<file path="src/rtl/cpu_run_ctrl_if.sv">
// Run/step/breakpoint control bus between the CPU run controller and its environment.
// The controller side (master) samples the switches and the PC and drives the clock enable and the status.
interface cpu_run_ctrl_if;
    logic        run_sw;
    logic        step_btn;
    logic        bp_en;
    logic [31:0] bp_addr;
    logic [31:0] pc_in;
    logic        cpu_ce;
    logic [1:0]  state;
    logic        bp_hit;
    logic [31:0] tick_count;

    modport master (
        input  run_sw, step_btn, bp_en, bp_addr, pc_in,
        output cpu_ce, state, bp_hit, tick_count
    );

    modport slave (
        output run_sw, step_btn, bp_en, bp_addr, pc_in,
        input  cpu_ce, state, bp_hit, tick_count
    );
endinterface

</file>
<file path="src/rtl/cpu_run_ctrl.sv">
// CPU run controller: free-run with a prescaled clock enable, debounced single-step, PC breakpoint.
// All outputs are registered; the switch and button inputs are synchronized before use.
module cpu_run_ctrl #(
    parameter int DIVIDE_BY       = 5000000,
    parameter int DEBOUNCE_CYCLES = 1000000
) (
    input  logic          clk100MHz,
    input  logic          rst_n,
    cpu_run_ctrl_if.master bus
);
    localparam int PW = (DIVIDE_BY > 1) ? $clog2(DIVIDE_BY) : 1;
    localparam int DW = (DEBOUNCE_CYCLES > 1) ? $clog2(DEBOUNCE_CYCLES) : 1;
    localparam logic [PW-1:0] PRESC_LAST = PW'(DIVIDE_BY - 1);
    localparam logic [DW-1:0] DB_LAST    = DW'(DEBOUNCE_CYCLES - 1);

    typedef enum logic [1:0] {
        HALT  = 2'b00,
        RUN   = 2'b01,
        STEP  = 2'b10,
        BREAK = 2'b11
    } state_t;

    logic [1:0] raw_in;
    logic [1:0] sync_in;
    logic       run_sync;
    logic       step_sync;

    assign raw_in    = {bus.step_btn, bus.run_sw};
    assign run_sync  = sync_in[0];
    assign step_sync = sync_in[1];

    for (genvar gi = 0; gi < 2; gi++) begin : g_sync
        logic meta_reg;
        logic sync_reg;
        always_ff @(posedge clk100MHz or negedge rst_n) begin
            if (!rst_n) begin
                meta_reg <= 1'b0;
                sync_reg <= 1'b0;
            end else begin
                meta_reg <= raw_in[gi];
                sync_reg <= meta_reg;
            end
        end
        assign sync_in[gi] = sync_reg;
    end

    // Debounce: the level follows step_sync only after it has differed for DEBOUNCE_CYCLES cycles.
    logic [DW-1:0] db_cnt_reg;
    logic          db_level_reg;
    logic          step_pulse_reg;

    always_ff @(posedge clk100MHz or negedge rst_n) begin
        if (!rst_n) begin
            db_cnt_reg     <= '0;
            db_level_reg   <= 1'b0;
            step_pulse_reg <= 1'b0;
        end else if (step_sync != db_level_reg) begin
            if (db_cnt_reg == DB_LAST) begin
                db_cnt_reg     <= '0;
                db_level_reg   <= step_sync;
                step_pulse_reg <= step_sync;
            end else begin
                db_cnt_reg     <= db_cnt_reg + 1'b1;
                step_pulse_reg <= 1'b0;
            end
        end else begin
            db_cnt_reg     <= '0;
            step_pulse_reg <= 1'b0;
        end
    end

    state_t        state_reg, state_next;
    logic [PW-1:0] presc_reg, presc_next;
    logic          cpu_ce_reg, cpu_ce_next;
    logic          bp_hit_reg;
    logic [31:0]   tick_count_reg;
    logic          bp_match;

    assign bp_match = bus.bp_en && (bus.pc_in == bus.bp_addr);

    always_comb begin
        state_next  = state_reg;
        presc_next  = presc_reg;
        cpu_ce_next = 1'b0;
        unique case (state_reg)
            HALT: begin
                // A run request wins over a simultaneous step, which is dropped.
                if (run_sync) begin
                    state_next = RUN;
                    presc_next = '0;
                end else if (step_pulse_reg) begin
                    state_next  = STEP;
                    cpu_ce_next = 1'b1;
                end
            end
            RUN: begin
                if (!run_sync) begin
                    state_next = HALT;
                end else if (presc_reg == PRESC_LAST) begin
                    presc_next = '0;
                    if (bp_match) state_next  = BREAK;
                    else          cpu_ce_next = 1'b1;
                end else begin
                    presc_next = presc_reg + 1'b1;
                end
            end
            STEP: begin
                state_next = HALT;
            end
            BREAK: begin
                if (!run_sync) begin
                    state_next = HALT;
                end else if (step_pulse_reg) begin
                    state_next  = STEP;
                    cpu_ce_next = 1'b1;
                end
            end
            default: state_next = HALT;
        endcase
    end

    always_ff @(posedge clk100MHz or negedge rst_n) begin
        if (!rst_n) begin
            state_reg      <= HALT;
            presc_reg      <= '0;
            cpu_ce_reg     <= 1'b0;
            bp_hit_reg     <= 1'b0;
            tick_count_reg <= '0;
        end else begin
            state_reg  <= state_next;
            presc_reg  <= presc_next;
            cpu_ce_reg <= cpu_ce_next;
            bp_hit_reg <= (state_next == BREAK);
            if (cpu_ce_reg) tick_count_reg <= tick_count_reg + 32'd1;
        end
    end

    assign bus.cpu_ce     = cpu_ce_reg;
    assign bus.state      = state_reg;
    assign bus.bp_hit     = bp_hit_reg;
    assign bus.tick_count = tick_count_reg;
endmodule

</file>
<file path="src/flat_wrapper.sv">
// flat-port wrapper written by rule: the top's interface ports become plain ports
module cpu_run_ctrl_flat 
#(
    parameter int DIVIDE_BY       = 5000000,
    parameter int DEBOUNCE_CYCLES = 1000000
)
  (clk100MHz, rst_n, bus_run_sw, bus_step_btn, bus_bp_en, bus_bp_addr, bus_pc_in, bus_cpu_ce, bus_state, bus_bp_hit, bus_tick_count);
  cpu_run_ctrl_if bus_i ();
  input  logic clk100MHz;
  input  logic rst_n;
  input wire logic [$bits(bus_i.run_sw)-1:0] bus_run_sw;
  input wire logic [$bits(bus_i.step_btn)-1:0] bus_step_btn;
  input wire logic [$bits(bus_i.bp_en)-1:0] bus_bp_en;
  input wire logic [$bits(bus_i.bp_addr)-1:0] bus_bp_addr;
  input wire logic [$bits(bus_i.pc_in)-1:0] bus_pc_in;
  output wire logic [$bits(bus_i.cpu_ce)-1:0] bus_cpu_ce;
  output wire logic [$bits(bus_i.state)-1:0] bus_state;
  output wire logic [$bits(bus_i.bp_hit)-1:0] bus_bp_hit;
  output wire logic [$bits(bus_i.tick_count)-1:0] bus_tick_count;
  assign bus_i.run_sw = bus_run_sw;
  assign bus_i.step_btn = bus_step_btn;
  assign bus_i.bp_en = bus_bp_en;
  assign bus_i.bp_addr = bus_bp_addr;
  assign bus_i.pc_in = bus_pc_in;
  assign bus_cpu_ce = bus_i.cpu_ce;
  assign bus_state = bus_i.state;
  assign bus_bp_hit = bus_i.bp_hit;
  assign bus_tick_count = bus_i.tick_count;
  cpu_run_ctrl #(.DIVIDE_BY(DIVIDE_BY), .DEBOUNCE_CYCLES(DEBOUNCE_CYCLES)) u_core (.clk100MHz(clk100MHz), .rst_n(rst_n), .bus(bus_i));
endmodule
</file>
<file path="config.mk">
export PLATFORM = sky130hd
export DESIGN_NAME = cpu_run_ctrl_flat
export DESIGN_NICKNAME = d
export VERILOG_FILES = /design/src/rtl/cpu_run_ctrl_if.sv /design/src/rtl/cpu_run_ctrl.sv /design/src/flat_wrapper.sv
export SDC_FILE = /design/constraint.sdc
export NUM_CORES = 1
export LEC_CHECK = 0
export ABC_AREA = 0
export CAP_MARGIN = 5
export CORE_MARGIN = 2
export CORE_UTILIZATION = 49
export DETAILED_ROUTE_END_ITERATION = 8
export HOLD_SLACK_MARGIN = 0.03
export PLACE_DENSITY_LB_ADDON = 0.2
export SKIP_CTS_REPAIR_TIMING = 1
export SLEW_MARGIN = 40
export SYNTH_ARGS = -nofsm -noshare
export SYNTH_HDL_FRONTEND = slang
export SYNTH_SLANG_ARGS = --single-unit
</file>
<file path="constraint.sdc">
create_clock -name clk100MHz -period 5.7 [get_ports clk100MHz]
set_input_delay 0.855 -clock clk100MHz [delete_from_list [all_inputs] [get_ports clk100MHz]]
set_output_delay 0.855 -clock clk100MHz [all_outputs]
set_load 0.01 [all_outputs]
</file>
After elaboration in Yosys (flattened, before gate mapping):

Cells that the tools add are included.

* add/subtract/negate cells: 3
* equality and inequality tests: 10
* muxes and demuxes: 22
* reduce and logical (&&, ||, !) cells: 5

Operators with widths (count)
* $mux W23: 3
* $pmux W23 S2: 1
* $mux W20: 2
* $add A32 B1 Y32 const B: 1
* $eq A32 B32 Y1: 1
* $add A23 B1 Y23 const B: 1
* $eq A23 B23 Y1 const B: 1
* $add A20 B1 Y20 const B: 1
* $eq A20 B20 Y1 const B: 1
* $mux W2: 6
* $mux W1: 8
* $pmux W2 S4: 1
* $eq A2 B2 Y1 const B: 3
* $ne A2 B1 Y1 const B: 2
* $pmux W1 S3: 1
* $reduce_and A3 Y1: 1
* $eq A2 B1 Y1 const B: 1
* $logic_not A2 Y1: 1
* $reduce_and A2 Y1: 1
* $reduce_bool A2 Y1: 1
* $logic_and A1 B1 Y1: 1
* $ne A1 B1 Y1: 1

* flip-flop bits (word level): 85
* input port bits: 69

Logic depth before layout (Yosys ltp):

* depth after elaboration: 7
* gate-level depth with buffers: 8
* gate-level depth less buffers: 6

Least setup slack after synthesis:

Ideal clock, no wire load.

* path kind: input-to-reg
* from: in bus_bp_addr[24]
* to: reg u_core.cpu_ce_reg, in the netlist u_core.bus.cpu_ce
* library setup time: 118 ps
* arrival: 1974 ps
* data required time: 5582 ps
* setup slack: 3608 ps
* stages on the path: 5
* path buffers: 0
* cells stage by stage: xor2_1 or4_1 nor3b_1 nand3_1 a21o_1

* cells in the longest elaborated chain, start to end: 6

RTL lines
* start: declaration: line flat_wrapper.sv:14 `input wire logic [$bits(bus_i.bp_addr)-1:0] bus_bp_addr;`
* $eq A32 B32 Y1: line cpu_run_ctrl.sv:79 `assign bp_match = bus.bp_en && (bus.pc_in == bus.bp_addr);`
* $logic_and A1 B1 Y1: line cpu_run_ctrl.sv:79
* $mux W1: line cpu_run_ctrl.sv:101 `if (bp_match) state_next = BREAK;`
* $mux W1: line cpu_run_ctrl.sv:99 `end else if (presc_reg == PRESC_LAST) begin`
* $mux W1: line cpu_run_ctrl.sv:97 `if (!run_sync) begin`
* $pmux W1 S3: line cpu_run_ctrl.sv:85 `unique case (state_reg)`
* via u_core.cpu_ce_next: line cpu_run_ctrl.sv:74 `logic cpu_ce_reg, cpu_ce_next;`
* end signal: assignment: line cpu_run_ctrl.sv:132 `cpu_ce_reg <= cpu_ce_next;`
* end: declaration: line cpu_run_ctrl.sv:74

The timed path passes the listed nets, and every way through them passes these cells.
A chain may end at the register's enable or synchronous reset.

Worst setup path in the final report:

* from: reg u_core.state_reg[1], in the netlist u_core.bus.state[1]
* to: out bus_state[1]

RTL lines
* start: declaration: line cpu_run_ctrl.sv:72 `state_t state_reg, state_next;`
* start signal: assignment: line cpu_run_ctrl.sv:130 `state_reg <= state_next;`
* end: declaration: line flat_wrapper.sv:17 `output wire logic [$bits(bus_i.state)-1:0] bus_state;`

No word-level cell between the ends.

==> results.md <==
* Run status: finished clean
* Ys flop type: dfrtp_1
* CTS HTree Levels at 3
* Buf/Inv on CP at 1
* Final net count at 609
* R2r endpoint: u_core.presc_reg[21]
* F_max at 424.4 MHz
* CTS Buf Count at 9
* CP Launch Type: flop
* Crit path required time at 4.85 ns
* Arrival @ worst endpoint at 1.50 ns
* Seq cells post-synth at 85
* Layout cell share with drive strength beyond 1 at 6.089%
* Antenna Nets Post-Route at 0
* Power per Cell Area at 202.8 nW/um^2
* Rows at 34
* DR WL/cell at 14.82 um
* WL final at 9.630 mm
* Largest net degree at the start of global routing at 86
* Critical path, cell by cell: clkdlybuf4s50_1
* Post-Syn Nets at 500
* Pleak at 2.441 nW
* Worst Setup SP: u_core.bus.state[1]
* Crit-path max FO at 11
* Post-synth design cell area at 4413 um^2
* Clock Latency Late Sink at 0.36 ns
* CTS tree: yes
* Max Buffers Root-to-Sink at 2
* Synth top area cells: dfrtp_1 (48%), xnor2_1 (13%), xor2_1 (6.5%)
* Die area at 9781 um^2
* Sequential fraction of the synthesis area at 48.20%
* Post-Syn Instances at 428
* Worst Hold Depth at 0
* Worst Path Class, Setup: flop to primary output
* Slew HR at 48.51%
* Grt ovf at 0
* Measured slew at the worst slew-check pin at 0.7664 ns
* CP max stage delay at 0.62 ns
* Post-DR vias/cell at 5.388
* First-pass GRT wire length at 16.20 mm
* Slew Limit Fails at 0
* IO Pins at 105
* Warnings from Yosys at 0
* Die Ht at 98.90 um
* Routed vias at 3502
* Clock sinks at 85
* Worst reg2reg path depth at 6
* Final setup fails at 0
* Antenna cells at 0
* Buffers on Ports at 104
* Initial Utilization at 50.60%
* Number of flops mapped to enable cells by yosys at 0
* Max cap viols at 0
* Syn_area_per_cell at 10.31 um^2
* Final hold vios at 0
* Die extent in x at 98.90 um
* Reg clk slew, reported paths at 0.08 ns
* Total power at 1.171 mW
* Async set-reset flop share out of synthesis at 100.0%
* Post-DP HPWL at 7.244 mm
* Setup crit end kind: primary output
* Core area at 8721 um^2
* Pre-antenna DRT Iters at 4
* Maximum vdd drop at 125.8 uV
* Skew final at 0.01173 ns
* Synth cell types at 47
* Worst path slowest cell: clkdlybuf4s50_1
* Post-synth top area share at 48.20%
* Setup TNS Final at 0 ns
* Drt first-iter violations at 135
* CP delay by family, top: buffers and inverters
* Hold/Removal Path Class: flop to flop
* Area growth, synth to finish at 30.76%
* CP Depth at 1
* RSZ-0062 raised after global routing: false
* Synth area leader: dfrtp_1
* Vias in the first global route at 3291
* DRC Markers at 0
* Total track usage at 20.52%
* Period utilization at 41.34%
* Post-route minimum period at 2.356 ns
* Crit path to: bus_state[1]
* Initial antenna violation count at 0
* R2R Setup Slk at 3.49 ns
* Root Driver: clkbuf_8
* Max FFs per register at 32
* Routability cong. at 0.8014
* Crit Reg-Reg Startpoint: u_core.presc_reg[0]
## through the flow
step / util, % / hold WS (ns) / area (um^2) / setup slack [ns] / std cells
after detailed placement: 63.73 / 0.3449 / 5558 / 2.973 / 634
after CTS: 66.08 / 0.3645 / 5763 / 3.324 / 650
after floorplan: - / 0.3312 / 4413 / 3.608 / 428
after global routing: 66.17 / 0.3805 / 5771 / 3.249 / 650
after global placement: 63.69 / 0.3343 / 5554 / 3.031 / 634
final: 66.17 / 0.3633 / 5771 / 3.344 / 650
## worst min path at each step
| stage | end | from | slack [ns] |
|---|---|---|---|
| 4_1_cts | u_core.g_sync[0].sync_reg | u_core.g_sync[0].meta_reg | 0.36 |
| 3_5_place_dp | u_core.g_sync[0].sync_reg | u_core.g_sync[0].meta_reg | 0.34 |
| 3_3_place_gp | u_core.g_sync[0].sync_reg | u_core.g_sync[0].meta_reg | 0.33 |
| 5_1_grt | u_core.g_sync[0].sync_reg | u_core.g_sync[0].meta_reg | 0.38 |
| 2_1_floorplan | u_core.g_sync[0].sync_reg | u_core.g_sync[0].meta_reg | 0.33 |
| 6_report | u_core.g_sync[0].sync_reg | u_core.g_sync[0].meta_reg | 0.36 |
## power by group
group          switching [mW]  internal, mW  total (mW)
combinational          0.0488        0.0649       0.114
clock                   0.231         0.209       0.440
sequential            0.00750         0.609       0.617
total                   0.287         0.883        1.17
## kinds of logic after synthesis
group / count (synthesis) / share of synthesized area (%)
fa+ha+maj: 3 / 0.8507
xor+xnor: 97 / 19.25
simple gates: 209 / 26.57
compound gates: 20 / 3.062
mux: 4 / 0.9923
flops: 85 / 48.20
buf+inv: 10 / 1.077
## cells in the final DEF, fill, tap and decap left out, drive strengths merged, types with 4 or more instances in the layout
cell           count
nor2              45
and4               8
inv                7
nor4              11
nor3              13
dfrtp             85
a22o               4
nand4             30
clkbuf            10
nor4b              4
xor2              33
clkdlybuf4s50    103
o21ai              9
and3              15
nand3             30
xnor2             64
nand2             33
## synthesized netlist by cell type, drive strengths merged (2+ instances only)
master,number
o21bai,2
nor2,45
buf,3
nor4b,4
o21ai,9
or4,2
nand2,33
ha,3
clkbuf,3
and2,3
xnor2,64
and3b,2
or2,2
and3,15
dfrtp,85
inv,4
nand3,30
and4b,2
mux2,3
nor4,11
and4,8
nor2b,2
a22o,4
nand2b,3
nor3,13
xor2,33
nand4,30
## per-layer routing
layer	GRT usage, %	vias to the layer above	part of all wire [%]
met5	0	-	0
met4	4.426	0	0.88
met3	5.106	10	5.4
met2	31.50	91	45
met1	29.74	1681	49
li1	-	1720	-
## cell type report
cell class | instances | area [um^2]
clock buffer | 9 | 123.9
clock inverter | 7 | 81.33
fill | 713 | 2950
inverter | 4 | 15.01
multi-input combinational | 333 | 2243
sequential | 85 | 2127
tap | 108 | 135.1
timing repair buffer | 104 | 1045
Power figures use the tool's default switching activity.
